File: src/rtl/example_mac_pkg.sv
// Shared types and helpers for the example_mac_pipe multiply-accumulate engine.
//   p_width  : exact product width of a signed A by a (un)signed B operand
//   lane_lo  : low bit index of a lane inside a flattened multi-lane bus
//   sat_add  : clamps an exact (wide) sum into ACC_WIDTH bits, flags overflow
package example_mac_pkg;

  // Widest accumulator the saturation helper can clamp.
  localparam int unsigned MAX_ACC_WIDTH = 64;

  // Sideband travelling alongside the operands through the pipe.
  typedef struct packed {
    logic valid;
    logic first;
    logic last;
  } beat_side_t;

  typedef struct packed {
    logic                     ovf;
    logic [MAX_ACC_WIDTH-1:0] value;
  } sat_res_t;

  function automatic int unsigned p_width(input int unsigned a_w, input int unsigned b_w);
    return a_w + b_w;
  endfunction

  function automatic int unsigned lane_lo(input int unsigned lane, input int unsigned w);
    return lane * w;
  endfunction

  // sum is the exact, sign-extended result of an ACC_WIDTH-bit add.
  function automatic sat_res_t sat_add(input logic signed [MAX_ACC_WIDTH:0] sum,
                                       input int unsigned               acc_w);
    logic signed [MAX_ACC_WIDTH:0] one;
    logic signed [MAX_ACC_WIDTH:0] hi;
    logic signed [MAX_ACC_WIDTH:0] lo;
    sat_res_t r;
    one     = {{MAX_ACC_WIDTH{1'b0}}, 1'b1};
    hi      = (one <<< (acc_w - 1)) - one;
    lo      = -(one <<< (acc_w - 1));
    r.ovf   = 1'b0;
    r.value = sum[MAX_ACC_WIDTH-1:0];
    if (sum > hi) begin
      r.ovf   = 1'b1;
      r.value = hi[MAX_ACC_WIDTH-1:0];
    end else if (sum < lo) begin
      r.ovf   = 1'b1;
      r.value = lo[MAX_ACC_WIDTH-1:0];
    end
    return r;
  endfunction

endpackage

File: src/rtl/example_mac_lane.sv
// One MAC lane: operand extension, NUM_STAGE multiplier pipe, accumulator,
// sticky saturation flag and the lane's slice of the output register.
//   clk, rst_n          : clock, async active-low reset
//   adv                 : pipe advance enable (shared backpressure)
//   in_a, in_b          : lane operands at pipe entry
//   acc_en              : a valid beat sits at pipe end and adv=1
//   acc_first, acc_last : burst delimiters of that beat
//   out_acc, out_sat    : registered burst result and saturation flag
module example_mac_lane
  import example_mac_pkg::*;
#(
  parameter int unsigned A_WIDTH   = 14,
  parameter int unsigned B_WIDTH   = 7,
  parameter bit          B_SIGNED  = 1'b0,
  parameter int unsigned NUM_STAGE = 3,
  parameter int unsigned ACC_WIDTH = 32,
  parameter bit          SAT_EN    = 1'b0
) (
  input  logic                 clk,
  input  logic                 rst_n,
  input  logic                 adv,
  input  logic [A_WIDTH-1:0]   in_a,
  input  logic [B_WIDTH-1:0]   in_b,
  input  logic                 acc_en,
  input  logic                 acc_first,
  input  logic                 acc_last,
  output logic [ACC_WIDTH-1:0] out_acc,
  output logic                 out_sat
);

  localparam int unsigned P_WIDTH = p_width(A_WIDTH, B_WIDTH);

  logic signed [A_WIDTH-1:0]   a_q;
  logic signed [B_WIDTH:0]     b_q;
  logic signed [P_WIDTH-1:0]   prod;
  logic signed [P_WIDTH-1:0]   p_end;

  logic signed [ACC_WIDTH-1:0] acc_q, acc_d;
  logic signed [ACC_WIDTH-1:0] out_acc_q, out_acc_d;
  logic                        sat_q, sat_d;
  logic                        out_sat_q, out_sat_d;

  logic signed [ACC_WIDTH-1:0] base;
  logic signed [ACC_WIDTH-1:0] p_ext;
  logic signed [ACC_WIDTH:0]   sum_raw;
  logic signed [ACC_WIDTH-1:0] sum_val;
  logic                        flag;
  sat_res_t                    sres;

  // Datapath registers carry no reset so they map onto DSP pipeline
  // registers; the stage valids in the top decide whether they matter.
  always_ff @(posedge clk) begin
    if (adv) begin
      a_q <= in_a;
      b_q <= B_SIGNED ? {in_b[B_WIDTH-1], in_b} : {1'b0, in_b};
    end
  end

  // A_WIDTH+B_WIDTH bits hold every product exactly, also for zero-extended B.
  assign prod = a_q * b_q;

  if (NUM_STAGE == 1) begin : g_pipe1
    assign p_end = prod;
  end else begin : g_pipen
    logic signed [P_WIDTH-1:0] pp_q [NUM_STAGE-1];
    always_ff @(posedge clk) begin
      if (adv) begin
        pp_q[0] <= prod;
        for (int unsigned k = 1; k < NUM_STAGE - 1; k++) pp_q[k] <= pp_q[k-1];
      end
    end
    assign p_end = pp_q[NUM_STAGE-2];
  end

  always_comb begin
    base    = acc_first ? '0 : acc_q;
    p_ext   = (ACC_WIDTH)'(p_end);
    sum_raw = $signed({base[ACC_WIDTH-1], base}) + $signed({p_ext[ACC_WIDTH-1], p_ext});
    sres    = sat_add((MAX_ACC_WIDTH+1)'(sum_raw), ACC_WIDTH);
    if (SAT_EN) begin
      sum_val = (ACC_WIDTH)'(sres.value);
      flag    = (acc_first ? 1'b0 : sat_q) | sres.ovf;
    end else begin
      sum_val = sum_raw[ACC_WIDTH-1:0];
      flag    = 1'b0;
    end

    acc_d     = acc_q;
    sat_d     = sat_q;
    out_acc_d = out_acc_q;
    out_sat_d = out_sat_q;
    if (acc_en) begin
      acc_d = sum_val;
      sat_d = flag;
      if (acc_last) begin
        out_acc_d = sum_val;
        out_sat_d = flag;
      end
    end
  end

  always_ff @(posedge clk or negedge rst_n) begin
    if (!rst_n) begin
      acc_q     <= '0;
      sat_q     <= 1'b0;
      out_acc_q <= '0;
      out_sat_q <= 1'b0;
    end else begin
      acc_q     <= acc_d;
      sat_q     <= sat_d;
      out_acc_q <= out_acc_d;
      out_sat_q <= out_sat_d;
    end
  end

  assign out_acc = out_acc_q;
  assign out_sat = out_sat_q;

endmodule

File: src/rtl/example_mac_pipe.sv
// Pipelined multi-lane multiply-accumulate engine. Each lane multiplies a
// signed A by an (un)signed B through NUM_STAGE registers and accumulates
// over first/last delimited bursts; results leave through a valid/ready
// register whose backpressure freezes the whole pipe.
//   ap_clk, ap_rst_n          : clock, async active-low reset
//   in_valid/in_ready         : input beat handshake
//   in_a, in_b                : lane-packed operands
//   in_first, in_last         : burst delimiters
//   out_valid/out_ready       : result handshake
//   out_acc, out_sat          : lane-packed burst results and saturation flags
module example_mac_pipe
  import example_mac_pkg::*;
#(
  parameter int unsigned A_WIDTH   = 14,
  parameter int unsigned B_WIDTH   = 7,
  parameter bit          B_SIGNED  = 1'b0,
  parameter int unsigned NUM_CH    = 4,
  parameter int unsigned NUM_STAGE = 3,
  parameter int unsigned ACC_WIDTH = 32,
  parameter bit          SAT_EN    = 1'b0
) (
  input  logic                        ap_clk,
  input  logic                        ap_rst_n,
  input  logic                        in_valid,
  output logic                        in_ready,
  input  logic [NUM_CH*A_WIDTH-1:0]   in_a,
  input  logic [NUM_CH*B_WIDTH-1:0]   in_b,
  input  logic                        in_first,
  input  logic                        in_last,
  output logic                        out_valid,
  input  logic                        out_ready,
  output logic [NUM_CH*ACC_WIDTH-1:0] out_acc,
  output logic [NUM_CH-1:0]           out_sat
);

  beat_side_t side_q [NUM_STAGE];
  beat_side_t side_d [NUM_STAGE];
  beat_side_t side_end;
  logic       adv;
  logic       acc_en;
  logic       out_valid_q, out_valid_d;

  // A result stuck in the output register stalls every stage.
  assign adv      = !(out_valid_q && !out_ready);
  assign in_ready = adv;
  assign side_end = side_q[NUM_STAGE-1];
  assign acc_en   = adv && side_end.valid;

  always_comb begin
    side_d = side_q;
    if (adv) begin
      side_d[0] = {in_valid, in_first, in_last};
      for (int unsigned k = 1; k < NUM_STAGE; k++) side_d[k] = side_q[k-1];
    end
    // With adv=1 the current result is either absent or being taken, so
    // out_valid simply follows whether a last beat accumulates now.
    out_valid_d = adv ? (side_end.valid && side_end.last) : out_valid_q;
  end

  always_ff @(posedge ap_clk or negedge ap_rst_n) begin
    if (!ap_rst_n) begin
      for (int unsigned k = 0; k < NUM_STAGE; k++) side_q[k] <= '0;
      out_valid_q <= 1'b0;
    end else begin
      side_q      <= side_d;
      out_valid_q <= out_valid_d;
    end
  end

  assign out_valid = out_valid_q;

  for (genvar i = 0; i < NUM_CH; i++) begin : g_lane
    example_mac_lane #(
      .A_WIDTH  (A_WIDTH),
      .B_WIDTH  (B_WIDTH),
      .B_SIGNED (B_SIGNED),
      .NUM_STAGE(NUM_STAGE),
      .ACC_WIDTH(ACC_WIDTH),
      .SAT_EN   (SAT_EN)
    ) u_lane (
      .clk      (ap_clk),
      .rst_n    (ap_rst_n),
      .adv      (adv),
      .in_a     (in_a[lane_lo(i, A_WIDTH) +: A_WIDTH]),
      .in_b     (in_b[lane_lo(i, B_WIDTH) +: B_WIDTH]),
      .acc_en   (acc_en),
      .acc_first(side_end.first),
      .acc_last (side_end.last),
      .out_acc  (out_acc[lane_lo(i, ACC_WIDTH) +: ACC_WIDTH]),
      .out_sat  (out_sat[i])
    );
  end

endmodule

File: config.mk
export PLATFORM = sky130hd
export DESIGN_NAME = example_mac_pipe
export DESIGN_NICKNAME = d
export VERILOG_FILES = /design/src/rtl/example_mac_pkg.sv /design/src/rtl/example_mac_lane.sv /design/src/rtl/example_mac_pipe.sv
export SDC_FILE = /design/constraint.sdc
export NUM_CORES = 2
export LEC_CHECK = 0
export ABC_AREA = 1
export CAP_MARGIN = 20
export CELL_PAD_IN_SITES_DETAIL_PLACEMENT = 0
export CELL_PAD_IN_SITES_GLOBAL_PLACEMENT = 1
export CORE_MARGIN = 1.5
export CORE_UTILIZATION = 46
export CTS_CLUSTER_DIAMETER = 150
export CTS_CLUSTER_SIZE = 24
export DETAILED_ROUTE_END_ITERATION = 12
export HOLD_SLACK_MARGIN = 0.05
export PLACE_DENSITY = 0.93
export SYNTH_ARGS = -nofsm -noshare
export SYNTH_HDL_FRONTEND = slang
export SYNTH_SLANG_ARGS = --single-unit
File: constraint.sdc
create_clock -name ap_clk -period 13.6 [get_ports ap_clk]
set_input_delay 2.04 -clock ap_clk [delete_from_list [all_inputs] [get_ports ap_clk]]
set_output_delay 2.04 -clock ap_clk [all_outputs]
set_load 0.02 [all_outputs]
# After elaboration in Yosys (flattened, before gate mapping)
# Memories as Yosys holds them, arrays and structs flattened.
# Cells that the tools add are included.
[totals] register_bits=350 elab_cells=49 ram_bits=168 n_memories=4 output_inout_bits=134 romBits=0 in_bits=90 latch_bits=0
[classes] muxes=5 shift=0 bitwise=0 n_addsub=4 n_reduce_logical=6 n_div=0 n_mul=4 order_cmp=0 eq_ne=0
[memory_table] name="g_lane[0].u_lane.g_pipen.pp_q" words=2 word_bits=21 read_ports=2 rd_ports_with_merged_regs=0 wr=2 line_no="example_mac_lane.sv:65" rtl="logic signed [P_WIDTH-1:0] pp_q [NUM_STAGE-1];"
[memory_table] name="g_lane[1].u_lane.g_pipen.pp_q" words=2 word_bits=21 read_ports=2 rd_ports_with_merged_regs=0 wr=2 line_no="example_mac_lane.sv:65"
[memory_table] name="g_lane[2].u_lane.g_pipen.pp_q" words=2 word_bits=21 read_ports=2 rd_ports_with_merged_regs=0 wr=2 line_no="example_mac_lane.sv:65"
[memory_table] name="g_lane[3].u_lane.g_pipen.pp_q" words=2 word_bits=21 read_ports=2 rd_ports_with_merged_regs=0 wr=2 line_no="example_mac_lane.sv:65"
[ops] cell="adder 32 x 21 -> 32 bit" n=4
[ops] cell="two-way mux 32 bit" n=4
[ops] cell="multiplier 14 x 8 -> 21 bit" n=4
[ops] cell="logical AND 1 bit" n=3
[ops] cell="logical NOT 1 bit" n=2
[ops] cell="AND reduction 2 bit" n=1
[ops] cell="two-way mux 1 bit" n=1

# Depth between registers and ports, before layout
[depth] ltp_word=5 ltp_mapped=21 depth_no_buf=20

# By module
# Synthesis repeated with hierarchy kept, for this count alone.
[unflattened] cells_unflattened=5687 area_unflattened_um2=42991.2
[modules_own_cells] mod="example_mac_lane (g_lane[3].u_lane)" seq_area_each_um2=3493.4 area_per_inst_um2=10646.5 instances=1 cells_each=1410
[modules_own_cells] mod="example_mac_lane (g_lane[1].u_lane)" seq_area_each_um2=3493.4 area_per_inst_um2=10645.2 instances=1 cells_each=1414
[modules_own_cells] mod="example_mac_lane (g_lane[0].u_lane)" seq_area_each_um2=3493.4 area_per_inst_um2=10641.5 instances=1 cells_each=1407
[modules_own_cells] mod="example_mac_lane (g_lane[2].u_lane)" seq_area_each_um2=3493.4 area_per_inst_um2=10640.2 instances=1 cells_each=1411
[modules_own_cells] mod="example_mac_pipe" seq_area_each_um2=250.2 area_per_inst_um2=417.9 instances=1 cells_each=45

# Worst setup path after synthesis
# No wires, ideal clock.
[synth_path] path_type="input -> output" start="input out_ready" end="output in_ready" stages=3 required_time_ps=11560 n_path_buf=1 slack_ps=2227 t_arrival_ps=9333 cell_sequence="nor2_4 -> inv_1 -> clkbuf_1"
[synth_via] elab_chain_cells=3
[synth_rtl] element="start: declaration" line_no="example_mac_pipe.sv:31" rtl="input logic out_ready,"
[synth_rtl] element="logical NOT 1 bit" line_no="example_mac_pipe.sv:44" rtl="assign adv = !(out_valid_q && !out_ready);"
[synth_rtl] element="logical AND 1 bit" line_no="example_mac_pipe.sv:44"
[synth_rtl] element="logical NOT 1 bit" line_no="example_mac_pipe.sv:44"
[synth_rtl] element="end: declaration" line_no="example_mac_pipe.sv:25" rtl="output logic in_ready,"
# No other way between the ends.

# Worst setup path after layout
# Same ends and word-level chain as after synthesis.

==> flow_metrics.env <==
export IMPL_track_usage_pct=21.9
export IMPL_clk_path_buf_depth=3
export IMPL_synth_top_area_cell="edfxtp_1"
export IMPL_root_buffer="clkbuf_16"
export IMPL_synth_common_cells="1835 x nand2_1, 1370 x inv_1, 320 x nor2_1"
export IMPL_viasPerCell=4.81
export IMPL_cap_violations=0
export IMPL_dp_hpwl_um=80300
export IMPL_synthesis_area_mm2=0.0425
export IMPL_numCtsBuffers=25
export IMPL_tns_ns=0
export IMPL_rsz0062_at_grt="false"
export IMPL_layout_drive_gt1_share_pct=1.03
export IMPL_outcome="finished clean"
export IMPL_antenna_cells=0
export IMPL_grt_pass1_wl_um=169000
export IMPL_cp_data_arrival_time_ns=3.84
export IMPL_max_freq_mhz=170
export IMPL_cts_resized_gates=0
export IMPL_cts_htree_levels=1
export IMPL_vias=33365
export IMPL_synth_avg_cell_area_um2=7.62
export IMPL_ys_seq_area_share_pct=33.5
export IMPL_worst_slew_pin_slew_ns=1.04
export IMPL_criticalPathCategory="input port to output pin"
export IMPL_dp_worst_setup_slack_ns=7.68
export IMPL_instances_no_fill=6937
export IMPL_gp_congestion=0.900
export IMPL_period_minus_slack_ns=5.88
export IMPL_nNetsFinal=6416
export IMPL_first_pass_iters=5
export IMPL_die_h_um=307
export IMPL_path_clk_slew_ns=0.10
export IMPL_synth_cell_types=39
export IMPL_slew_headroom_pct=30.5
export IMPL_initial_core_util_pct=46.4
export IMPL_setup_viol=0
export IMPL_io_buffers=219
export IMPL_cts_tree="built"
export IMPL_fin_skew_ns=0.0278
export IMPL_area_growth_pct=9.53
export IMPL_antenna_found_initial=3
export IMPL_timing_final_ws_setup_ns=7.72
export IMPL_cp_max_fo=65
export IMPL_fp_dieW_um=307
export IMPL_grt_max_degree=97
export IMPL_synth_top_cell_area_share_pct=17.8
export IMPL_hold_viol_final=0
export IMPL_netlist_instances=5573
export IMPL_drt_iter0_drc=1857
export IMPL_wire_per_inst_um=14.6
export IMPL_ioPinCount=224
export IMPL_dp_cells=6893
export IMPL_synth_flop_cell="dfrtp_1"
export IMPL_cp_end_kind="output pin"
export IMPL_grt_overflow=0
export IMPL_cts_setup_buffers=0
export IMPL_rows=111
export IMPL_wirelength_um=102000
export IMPL_finalMaxSlewViolations=0
export IMPL_coreArea_mm2=0.0915
export IMPL_synthTopCellsByArea="edfxtp_1 18%, nand2_1 16%, dfrtp_1 16%"
export IMPL_drc=0
export IMPL_synth_edf_count=252
export IMPL_first_global_vias=33725
export IMPL_ant_nets=0
export IMPL_cts_sinks=518
export IMPL_cp_start_kind="input port"
export IMPL_holdCritPathClass="flip-flop to flip-flop"
export IMPL_cp_required_ns=11.56
export IMPL_clkLatencyLatePin_ns=0.61
export IMPL_yosys_warnings=0
export IMPL_holdBufCountCts=0
export IMPL_ys_ff_latch=518
export IMPL_async_flop_share_pct=51.4
export IMPL_die_area_mm2=0.0942
export IMPL_final_period_utilization_pct=43.2
export IMPL_yosysMostFrequentCell="nand2_1"
==> state kept, by name, summed over array words and instances, names as in the netlist <==
register / flops
g_lane.u_lane.g_pipen.pp_q: 168
g_lane.u_lane.acc_q: 128
g_lane.u_lane.out_acc: 128
g_lane.u_lane.a_q: 56
g_lane.u_lane.b_q: 28
side_q: 6
side_end: 3
out_valid: 1
==> area by class of cell <==
type,instances,area (µm²)
clock inverters,2,13.8
well taps,1186,1480
clock buffers,42,689
multi-input cells,3585,22700
repair buffers,231,2290
inverters,1373,5170
fillers,8814,45000
flip-flops and latches,518,14200
==> path summary, 6_finish.rpt <==
check / start / endpoint / slack [ns] / depth (start not counted)
max: out_ready / in_ready / 7.72 / 4
min: g_lane[3].u_lane.g_pipen.pp_q[0][4] / g_lane[3].u_lane.g_pipen.pp_q[0][25] / 0.42 / 0
max reg2reg: g_lane[0].u_lane.b_q[2] / g_lane[0].u_lane.g_pipen.pp_q[0][20] / 8.80 / 16
min reg2reg: g_lane[3].u_lane.g_pipen.pp_q[0][4] / g_lane[3].u_lane.g_pipen.pp_q[0][25] / 0.42 / 0
max in group asynchronous: ap_rst_n / g_lane[2].u_lane.out_acc[2] / 10.10 / 3
min in group asynchronous: ap_rst_n / g_lane[1].u_lane.acc_q[14] / 1.40 / 1
==> cell families (layout without fill, tap and decap cells) <==
kind of cell             count (synthesis)  in the layout  share of synthesized area (%)
flip-flops                             518            518                           33.5
XOR/XNOR                               126            126                           2.60
AND/OR/NAND/NOR                       2500           2500                           23.4
buffers and inverters                 1473           1648                           13.2
AO/OA/AOI/OAI                          363            363                           4.55
adder cells (fa/ha/maj)                592            592                           22.7
other                                    1              4                        0.00883
==> worst max-delay path, stage by stage <==
cell and delay, ns:
clkdlybuf4s50_1 0.45, nor2_4 0.39, inv_8 0.23, clkdlybuf4s50_1 0.63
==> per-stage QoR <==
stage / hold slack (ns) / area, µm² / utilization [%]
floorplan: 0.400 / 42500 / -
global placement: 0.400 / 45800 / 50.1
detailed placement: 0.405 / 45800 / 50.1
CTS: 0.421 / 46500 / 50.8
global route: 0.430 / 46500 / 50.8
finish: 0.422 / 46500 / 50.8
==> placed cells by master, fill, tap and decap left out, types with 6 or more instances in the layout <==
| cell type | synthesis | routed |
|---|---|---|
| nand2_1 | 1835 | 1835 |
| inv_1 | 1370 | 1369 |
| nor2_1 | 320 | 320 |
| fa_1 | 300 | 300 |
| ha_1 | 292 | 292 |
| dfrtp_1 | 266 | 265 |
| nand3_1 | 259 | 259 |
| edfxtp_1 | 252 | 252 |
| clkdlybuf4s50_1 | 0 | 218 |
| o21ai_0 | 157 | 157 |
| a21oi_1 | 143 | 143 |
| xnor2_1 | 80 | 80 |
| xor2_1 | 46 | 46 |
| nand3b_1 | 27 | 27 |
| o21bai_1 | 26 | 26 |
| clkbuf_16 | 0 | 25 |
| nor3_1 | 24 | 24 |
| clkbuf_1 | 61 | 17 |
| o21ai_1 | 15 | 15 |
| buf_4 | 9 | 12 |
| or2_2 | 10 | 10 |
| nand4_1 | 8 | 8 |
| and3_1 | 6 | 6 |
==> layer usage <==
| metal | track usage (%) | vias to the layer above | wire length [µm] |
|---|---|---|---|
| li1 | - | 16976 | - |
| met1 | 29.8 | 15630 | 46800 |
| met2 | 37.2 | 655 | 47300 |
| met3 | 3.40 | 98 | 5640 |
| met4 | 4.14 | 6 | 1800 |
| met5 | 0 | - | 34 |
Power is left out: the tool's default activity adds up to more than one toggle a clock period on the data nets, which glitch-free logic cannot reach.
